## config.mk

```make
export PLATFORM = sky130hd
export DESIGN_NAME = mram_serial_host
export DESIGN_NICKNAME = d
export VERILOG_FILES = /design/src/rtl/mram_host_pkg.sv /design/src/rtl/piso_shift.sv /design/src/rtl/mram_serial_host.sv
export SDC_FILE = /design/constraint.sdc
export NUM_CORES = 1
export LEC_CHECK = 0
export ABC_AREA = 1
export BUFFER_PORTS_ARGS = -buffer_cell sky130_fd_sc_hd__buf_2
export CAP_MARGIN = 30
export CORE_UTILIZATION = 50
export CTS_CLUSTER_DIAMETER = 30
export DETAILED_ROUTE_END_ITERATION = 8
export GPL_TIMING_DRIVEN = 0
export PLACE_DENSITY = 0.74
export SLEW_MARGIN = 5
export SYNTH_ARGS = -nofsm -noshare
export SYNTH_HDL_FRONTEND = slang
export SYNTH_SLANG_ARGS = --single-unit
```

## constraint.sdc

```tcl
create_clock -name i_clk -period 4.25 [get_ports i_clk]
set_clock_uncertainty 0.2 [all_clocks]
set_input_delay 0.2125 -clock i_clk [delete_from_list [all_inputs] [get_ports i_clk]]
set_output_delay 0.2125 -clock i_clk [all_outputs]
set_load 0.02 [all_outputs]
```

## src/rtl/mram_host_pkg.sv

```systemverilog
// Shared definitions for the MRAM serial host: bridge strobe codes, FSM
// state encodings and default field widths.
package mram_host_pkg;

   localparam int unsigned DEF_ADDR_W     = 20;
   localparam int unsigned DEF_DATA_W     = 16;
   localparam int unsigned DEF_LEN_W      = 8;
   localparam int unsigned DEF_ACCESS_CYC = 4;
   localparam int unsigned DEF_CAP_LAT    = 1;

   // read_write_sel codes, also decoded by the bridge
   localparam logic [2:0] RWS_IDLE  = 3'b000;
   localparam logic [2:0] RWS_WRITE = 3'b001;
   localparam logic [2:0] RWS_READ  = 3'b010;

   typedef logic [3:0] host_state_t;

   localparam host_state_t ST_IDLE     = 4'd0;
   localparam host_state_t ST_SH_LEN   = 4'd1;
   localparam host_state_t ST_SH_ADDR  = 4'd2;
   localparam host_state_t ST_SH_DATA  = 4'd3;
   localparam host_state_t ST_STROBE   = 4'd4;
   localparam host_state_t ST_CAP_WAIT = 4'd5;
   localparam host_state_t ST_CAPTURE  = 4'd6;
   localparam host_state_t ST_NEXT     = 4'd7;
   localparam host_state_t ST_DONE     = 4'd8;

   // Strobe code for a latched operation (0 = write, 1 = read)
   function automatic logic [2:0] op_code(input logic op);
      return op ? RWS_READ : RWS_WRITE;
   endfunction

endpackage

```

## src/rtl/piso_shift.sv

```systemverilog
// Parallel-load, serial-out shift register; the MSB is presented first.
module piso_shift #(
   parameter int unsigned WIDTH = 8
) (
   input  logic             i_clk,
   input  logic             i_rst,
   input  logic             i_load,
   input  logic [WIDTH-1:0] i_data,
   input  logic             i_shift,
   output logic             o_msb
);

   logic [WIDTH-1:0] r_sh;

   // Load has priority over shift; zeros fill in behind the word
   always_ff @(posedge i_clk) begin
      if (!i_rst) begin
         r_sh <= '0;
      end else if (i_load) begin
         r_sh <= i_data;
      end else if (i_shift) begin
         r_sh <= {r_sh[WIDTH-2:0], 1'b0};
      end
   end

   assign o_msb = r_sh[WIDTH-1];

endmodule

```

## src/rtl/mram_serial_host.sv

```systemverilog
// Serial host engine for the MRAM bridge: serializes burst length, address
// and write data, sequences the access strobe and deserializes read words.
module mram_serial_host
   import mram_host_pkg::*;
#(
   parameter int unsigned ADDR_W     = DEF_ADDR_W,
   parameter int unsigned DATA_W     = DEF_DATA_W,
   parameter int unsigned LEN_W      = DEF_LEN_W,
   parameter int unsigned ACCESS_CYC = DEF_ACCESS_CYC,
   parameter int unsigned CAP_LAT    = DEF_CAP_LAT
) (
   input  logic              i_clk,
   input  logic              i_rst,
   input  logic              i_req_valid,
   output logic              o_req_ready,
   input  logic              i_req_op,
   input  logic              i_req_burst,
   input  logic [ADDR_W-1:0] i_req_addr,
   input  logic [LEN_W-1:0]  i_req_len,
   input  logic [DATA_W-1:0] i_req_wdata,
   input  logic              i_wdata_valid,
   output logic              o_wdata_ready,
   input  logic [DATA_W-1:0] i_wdata,
   output logic              o_rdata_valid,
   output logic [DATA_W-1:0] o_rdata,
   output logic              o_busy,
   output logic              o_done,
   output logic              o_burst_en,
   output logic              o_mode_sel,
   output logic              o_burst_len_ser,
   output logic              o_addr_ser,
   output logic              o_data_ser,
   output logic [2:0]        o_read_write_sel,
   input  logic              i_ser_data_in
);

   localparam int unsigned CNT_W = 16;

   localparam logic [CNT_W-1:0] LAST_LEN   = CNT_W'(LEN_W - 1);
   localparam logic [CNT_W-1:0] LAST_ADDR  = CNT_W'(ADDR_W - 1);
   localparam logic [CNT_W-1:0] LAST_DATA  = CNT_W'(DATA_W - 1);
   localparam logic [CNT_W-1:0] LAST_ACC   = CNT_W'(ACCESS_CYC - 1);
   localparam logic [CNT_W-1:0] LAST_CAP   = CNT_W'((CAP_LAT > 0) ? CAP_LAT - 1 : 0);
   // Write data starts this many cycles into SH_ADDR so both fields end together
   localparam logic [CNT_W-1:0] DATA_START = CNT_W'(ADDR_W - DATA_W);

   host_state_t       r_state;
   logic [CNT_W-1:0]  r_cnt;
   logic              r_op;
   logic              r_burst;
   logic [LEN_W-1:0]  r_beats;
   logic [DATA_W-1:0] r_cap;

   host_state_t       w_state_d;
   logic [CNT_W-1:0]  w_cnt_d;
   logic [LEN_W-1:0]  w_beats_d;
   logic              w_accept;
   logic              w_data_active;
   logic              w_data_load;
   logic [DATA_W-1:0] w_data_word;
   logic              w_len_msb;
   logic              w_addr_msb;
   logic              w_data_msb;

   assign w_accept      = (r_state == ST_IDLE) && i_req_valid;
   assign w_data_active = ((r_state == ST_SH_ADDR) && !r_op && (r_cnt >= DATA_START)) ||
                          (r_state == ST_SH_DATA);
   assign w_data_load   = w_accept ||
                          ((r_state == ST_NEXT) && !r_op && i_wdata_valid);
   assign w_data_word   = (r_state == ST_IDLE) ? i_req_wdata : i_wdata;

   piso_shift #(.WIDTH(LEN_W)) u_len_sh (
      .i_clk   (i_clk),
      .i_rst   (i_rst),
      .i_load  (w_accept),
      .i_data  (i_req_len),
      .i_shift (r_state == ST_SH_LEN),
      .o_msb   (w_len_msb)
   );

   piso_shift #(.WIDTH(ADDR_W)) u_addr_sh (
      .i_clk   (i_clk),
      .i_rst   (i_rst),
      .i_load  (w_accept),
      .i_data  (i_req_addr),
      .i_shift (r_state == ST_SH_ADDR),
      .o_msb   (w_addr_msb)
   );

   piso_shift #(.WIDTH(DATA_W)) u_data_sh (
      .i_clk   (i_clk),
      .i_rst   (i_rst),
      .i_load  (w_data_load),
      .i_data  (w_data_word),
      .i_shift (w_data_active),
      .o_msb   (w_data_msb)
   );

   // Next-state, per-state cycle counter and remaining-beat bookkeeping
   always_comb begin
      w_state_d = r_state;
      w_cnt_d   = r_cnt + 1'b1;
      w_beats_d = r_beats;
      case (r_state)
         ST_IDLE: begin
            w_cnt_d = '0;
            if (w_accept) begin
               w_state_d = i_req_burst ? ST_SH_LEN : ST_SH_ADDR;
               w_beats_d = (!i_req_burst || (i_req_len == '0)) ? LEN_W'(1) : i_req_len;
            end
         end
         ST_SH_LEN: if (r_cnt == LAST_LEN) begin
            w_state_d = ST_SH_ADDR;
            w_cnt_d   = '0;
         end
         ST_SH_ADDR: if (r_cnt == LAST_ADDR) begin
            w_state_d = ST_STROBE;
            w_cnt_d   = '0;
         end
         ST_SH_DATA: if (r_cnt == LAST_DATA) begin
            w_state_d = ST_STROBE;
            w_cnt_d   = '0;
         end
         ST_STROBE: if (r_cnt == LAST_ACC) begin
            w_cnt_d = '0;
            if (r_op) begin
               w_state_d = (CAP_LAT == 0) ? ST_CAPTURE : ST_CAP_WAIT;
            end else begin
               // Writes only visit NEXT when another word is still to come
               w_state_d = (r_beats > LEN_W'(1)) ? ST_NEXT : ST_DONE;
            end
         end
         ST_CAP_WAIT: if (r_cnt == LAST_CAP) begin
            w_state_d = ST_CAPTURE;
            w_cnt_d   = '0;
         end
         ST_CAPTURE: if (r_cnt == LAST_DATA) begin
            w_state_d = ST_NEXT;
            w_cnt_d   = '0;
         end
         ST_NEXT: begin
            w_cnt_d = '0;
            if (r_op) begin
               w_beats_d = r_beats - LEN_W'(1);
               w_state_d = (r_beats > LEN_W'(1)) ? ST_STROBE : ST_DONE;
            end else if (i_wdata_valid) begin
               w_beats_d = r_beats - LEN_W'(1);
               w_state_d = ST_SH_DATA;
            end
         end
         ST_DONE: begin
            w_cnt_d   = '0;
            w_state_d = ST_IDLE;
         end
         default: begin
            w_cnt_d   = '0;
            w_state_d = ST_IDLE;
         end
      endcase
   end

   // State registers; reset abandons any command in flight
   always_ff @(posedge i_clk) begin
      if (!i_rst) begin
         r_state <= ST_IDLE;
         r_cnt   <= '0;
         r_op    <= 1'b0;
         r_burst <= 1'b0;
         r_beats <= '0;
         r_cap   <= '0;
      end else begin
         r_state <= w_state_d;
         r_cnt   <= w_cnt_d;
         r_beats <= w_beats_d;
         if (w_accept) begin
            r_op    <= i_req_op;
            r_burst <= i_req_burst;
         end
         if (r_state == ST_CAPTURE) begin
            r_cap <= {r_cap[DATA_W-2:0], i_ser_data_in};
         end
      end
   end

   // Output decode; serial lines are forced low outside their shift states
   always_comb begin
      o_req_ready      = (r_state == ST_IDLE) && i_rst;
      o_busy           = (r_state != ST_IDLE) && (r_state != ST_DONE);
      o_done           = (r_state == ST_DONE);
      o_rdata_valid    = (r_state == ST_NEXT) && r_op;
      o_rdata          = r_cap;
      o_wdata_ready    = (r_state == ST_NEXT) && !r_op;
      o_mode_sel       = r_burst;
      o_burst_en       = r_burst && ((r_state == ST_STROBE) || (r_state == ST_CAP_WAIT) ||
                                     (r_state == ST_CAPTURE) || (r_state == ST_NEXT));
      o_read_write_sel = (r_state == ST_STROBE) ? op_code(r_op) : RWS_IDLE;
      o_burst_len_ser  = (r_state == ST_SH_LEN) && w_len_msb;
      o_addr_ser       = (r_state == ST_SH_ADDR) && w_addr_msb;
      o_data_ser       = w_data_active && w_data_msb;
   end

endmodule

```

# Word level (Yosys, flattened, before mapping)
# Cells that the tools add are included.
# classes
order_cmp	2
n_addsub	2
n_eq_ne	21
n_mux	34
n_reduce_logical	31
# ops
cell	n
16-bit two-way mux	8
16-bit case mux with 5 select lines	1
4-bit two-way mux	12
8-bit two-way mux	6
20-bit two-way mux	2
4-bit case mux with 8 select lines	1
16-bit by 1-bit adder with 16-bit output, second input constant	1
16-bit by 2-bit equality test with 1-bit output, second input constant	1
16-bit by 3-bit equality test with 1-bit output, second input constant	1
16-bit by 4-bit equality test with 1-bit output, second input constant	1
16-bit by 5-bit equality test with 1-bit output, second input constant	1
4-bit by 3-bit equality test with 1-bit output, second input constant	4
16-bit by 3-bit greater-or-equal comparator with 1-bit output, second input constant	1
16-bit zero test	1
8-bit case mux with 2 select lines	1
1-bit logical AND	12
2-bit != test, second input constant	6
4-bit by 2-bit equality test with 1-bit output, second input constant	2
8-bit by 1-bit greater-than comparator with 1-bit output, second input constant	1
8-bit zero test	1
8-bit AND reduction	1
2-bit nonzero test	4
8-bit by 1-bit subtractor with 8-bit output, second input constant	1
1-bit logical OR	6
other kinds (11)	14
# word_totals
inputBits	67
out_inout_bits	29
word_cells	99
reg_bits	90

# Depth between registers and ports, before layout
# depth
ltp_word	6
mapped_depth	13
mapped_depth_nobuf	12

# Modules after synthesis
# Synthesis repeated with hierarchy kept, for this count alone.
# unflattened
cells_unflattened	775
hier_area_um2	4974.8
# modules_own_cells
mod	instances	cells_per_inst	seq_area_each_um2	area_per_inst_um2
mram_serial_host	1	443	920.9	2811.4
piso_shift (u_addr_sh)	1	151	400.4	964.7
piso_shift (u_data_sh)	1	121	320.3	799.5
piso_shift (u_len_sh)	1	60	160.2	399.1

# Worst setup path after synthesis
# Ideal clock, no wire load.
# synth_path
path_type	register -> output
startpoint	register r_state[1]
endpoint	output o_data_ser
setup_slack_ns	2.414
arrival_ns	1.424
t_required_ns	3.838
path_buffers	0
stages_incl_launch_ff	5
cell_sequence	dfxtp_1 -> inv_2 -> nor3_2 -> nand3_1 -> a21boi_0
# synth_via
elab_chain_cells	5
word_cells_on_any_way	6
classes_between	eq/ne (2); reduce/logical (4)
# synth_rtl
item	line_no	rtl
start: declaration	mram_serial_host.sv:47	host_state_t r_state;
start signal: assignment	mram_serial_host.sv:172	r_state <= w_state_d;
4-bit by 2-bit equality test with 1-bit output	mram_serial_host.sv:66	assign w_data_active = ((r_state == ST_SH_ADDR) && !r_op && (r_cnt >= DATA_START)) ||
1-bit logical AND (2 in a row)	mram_serial_host.sv:66	
1-bit logical OR *	mram_serial_host.sv:66	
1-bit logical AND *	mram_serial_host.sv:199	o_data_ser = w_data_active && w_data_msb;
end: declaration	mram_serial_host.sv:32	output logic o_data_ser,
# Every way passes the cells marked *; elsewhere a longest branch is shown, timed or not.

# Worst setup path in the final report
# layout_path
startpoint	register r_state[2]
endpoint	output o_addr_ser
# layout_via
elab_chain_cells	2
# layout_rtl
item	line_no	rtl
4-bit by 2-bit equality test with 1-bit output	mram_serial_host.sv:198	o_addr_ser = (r_state == ST_SH_ADDR) && w_addr_msb;
1-bit logical AND	mram_serial_host.sv:198	
end: declaration	mram_serial_host.sv:31	output logic o_addr_ser,
# Every way passes these cells.

==> flow_metrics.env <==
export IMPL_status="completed"
export IMPL_fmax_ghz=0.394
export IMPL_die_w_um=98.6
export IMPL_grt_antenna_before_repair=0
export IMPL_worst_ep_arrival_time_ns=2.12
export IMPL_mostFrequentLayoutCells="nand2_1, nor2_1, buf_2"
export IMPL_met2_usage=0.434
export IMPL_rsz0062_at_grt="false"
export IMPL_hold_class="in2reg"
export IMPL_cts_buffers=9
export IMPL_finalCritPeriodShare=0.597
export IMPL_syn_nets=803
export IMPL_clk_pin_slew_ns=0.09
export IMPL_grt_use_total=0.247
export IMPL_num_rows=34
export IMPL_ys_seq_area_frac=0.386
export IMPL_vias_per_cell=5.07
export IMPL_nNetsFinal=937
export IMPL_slew_viol_final=0
export IMPL_drive_gt1_frac=0.171
export IMPL_core_area_um2=8890
export IMPL_critical_path_max_fanout=10
export IMPL_wl_um=11900
export IMPL_ios=96
export IMPL_clk_latency_ns=0.36
export IMPL_ys_warn_count=0
export IMPL_yosys_cell_types_count=39
export IMPL_cts_root_buf="clkbuf_8"
export IMPL_grt_util_met1=0.304
export IMPL_die_h_um=98.6
export IMPL_hold_violations=0
export IMPL_grt_max_degree=16
export IMPL_dp_hpwl_um=8480
export IMPL_postRouteAntennaNets=0
export IMPL_cp_start_kind="register"
export IMPL_port_buffers=93
export IMPL_antenna_cells=0
export IMPL_vias=4963
export IMPL_gp_congestion=0.887
export IMPL_initial_core_util=0.525
export IMPL_hold_buffers=30
export IMPL_setup_tns_ns=0
export IMPL_cts_tree="yes"
export IMPL_synth_top_area_share=0.386
export IMPL_drc=0
export IMPL_synth_top_cell_by_area="dfxtp_1"
export IMPL_leakage_uw=0.00272
export IMPL_syn_area_per_cell_um2=6.38
export IMPL_synth_ff_latch_count=90
export IMPL_yosys_top_cells_area="dfxtp_1, nand2_1, nor2_1"
export IMPL_maxCapViolations=0
export IMPL_first_global_vias=4526
export IMPL_htree_num_levels=3
export IMPL_netlist_area_um2=4670
export IMPL_grt_pass1_wl_um=19500
export IMPL_cp_required_ns=3.84
export IMPL_overflow=0
export IMPL_firstDrtPassIters=5
export IMPL_fp_dieArea_um2=9730
export IMPL_synth_cells=732
export IMPL_power_density_nw_per_um2=529
export IMPL_final_util=0.650
export IMPL_initialDrtViolationCount=218
export IMPL_layout_commonest_cell="nand2_1"
export IMPL_grt_util_met3=0.0362
export IMPL_syn2layout_area_growth_pct=23.8
export IMPL_clockBufferDepth=2
export IMPL_busiest_layer="met2"
export IMPL_postCtsSetupBuffers=0
export IMPL_worst_pin_slew_ns=0.551
export IMPL_cp_end_kind="output port"
export IMPL_cts_resized=0
export IMPL_slew_headroom=0.631
export IMPL_ir_drop_v=0.000250
export IMPL_drt_wirelength_per_cell_um=12.1
export IMPL_cts_sinks=90
export IMPL_fillers=835
export IMPL_fin_crit_ns=2.54
export IMPL_path_class="reg2out"
export IMPL_setup_viol=0
## final timing paths
check        slack [ns]       start                 to  cells after the start
max                1.71  r_state[2]         o_addr_ser                      6
max reg2reg        2.25  r_state[2]           r_cnt[0]                      9
min reg2reg        0.27    r_cnt[0]           r_cnt[0]                      1
min               0.006  i_wdata[0]  u_data_sh.r_sh[0]                      5
## report_power, final
part | leakage [µW] | switching [µW] | total (µW) | internal, µW
sequential | 0.000734 | 103 | 1120 | 1010
combinational | 0.00187 | 873 | 1330 | 455
clock | 0.000110 | 305 | 612 | 307
## routing by layer
metal  wire, µm  vias up
li1           -     2594
met5          0        -
met2       5650      152
met4        272        0
met3        606       26
met1       5340     2191
## sequential cells by signal, summed over array words and instances (netlist names)
| signal | count |
|---|---|
| u_addr_sh.r_sh | 20 |
| o_rdata | 16 |
| r_beats | 8 |
| r_cnt | 16 |
| r_op | 1 |
| o_mode_sel | 1 |
| u_data_sh.r_sh | 16 |
| r_state | 4 |
| u_len_sh.r_sh | 8 |
## worst max-delay path: stages (launching register included)
cell and delay [ns]:
dfxtp_1 0.35, inv_1 0.11, nand2_1 0.09, nor3_2 0.43, clkbuf_1 0.40, and2_1 0.21, buf_2 0.17
## metrics by stage
step / area, µm² / std cells / hold slack, ns / power, µW / setup slack [ns]
after detailed placement: 5270 / 933 / 0.254 / 2430 / 2.09
after global routing: 5780 / 979 / 0.0369 / 3300 / 1.57
after global placement: 5270 / 933 / 0.230 / 2390 / 2.11
final: 5780 / 979 / 0.00635 / 3060 / 1.71
after floorplan: 4670 / 732 / 0.161 / 2100 / 2.41
after CTS: 5780 / 979 / 0.00397 / 3060 / 1.69
## cells by family after synthesis
logic type / synth area share
flops: 0.386
xor+xnor: 0.0150
fa+ha+maj: 0.0107
buf+inv: 0.0831
other cells: 0.000803
simple gates: 0.392
compound gates: 0.113
## cells in the mapped netlist, drive strengths merged
library cell and instances:
nand2 236, nor2 135, dfxtp 90, inv 59, nand3 48, o21ai 32
a21oi 22, a31oi 20, buf 16, clkbuf 15, nand4 9, nor3 8
a22oi 7, clkinv 4, ha 4, nand3b 4, o211ai 4, xnor2 4
xor2 4, o21bai 2, or2 2, a211oi 1, a21boi 1, and2 1
conb 1, nor4 1, o2111ai 1, o22ai 1
## cell type report
class | count | area (µm²) | share of cell area
multi-input combinational | 548 | 2480 | 0.429
sequential | 90 | 1800 | 0.312
timing repair buffer | 123 | 766 | 0.132
inverter | 63 | 236 | 0.0409
clock buffer | 11 | 151 | 0.0262
buffer | 31 | 151 | 0.0262
tap | 108 | 135 | 0.0234
clock inverter | 5 | 61.3 | 0.0106
(Power assumes the default switching activity.)
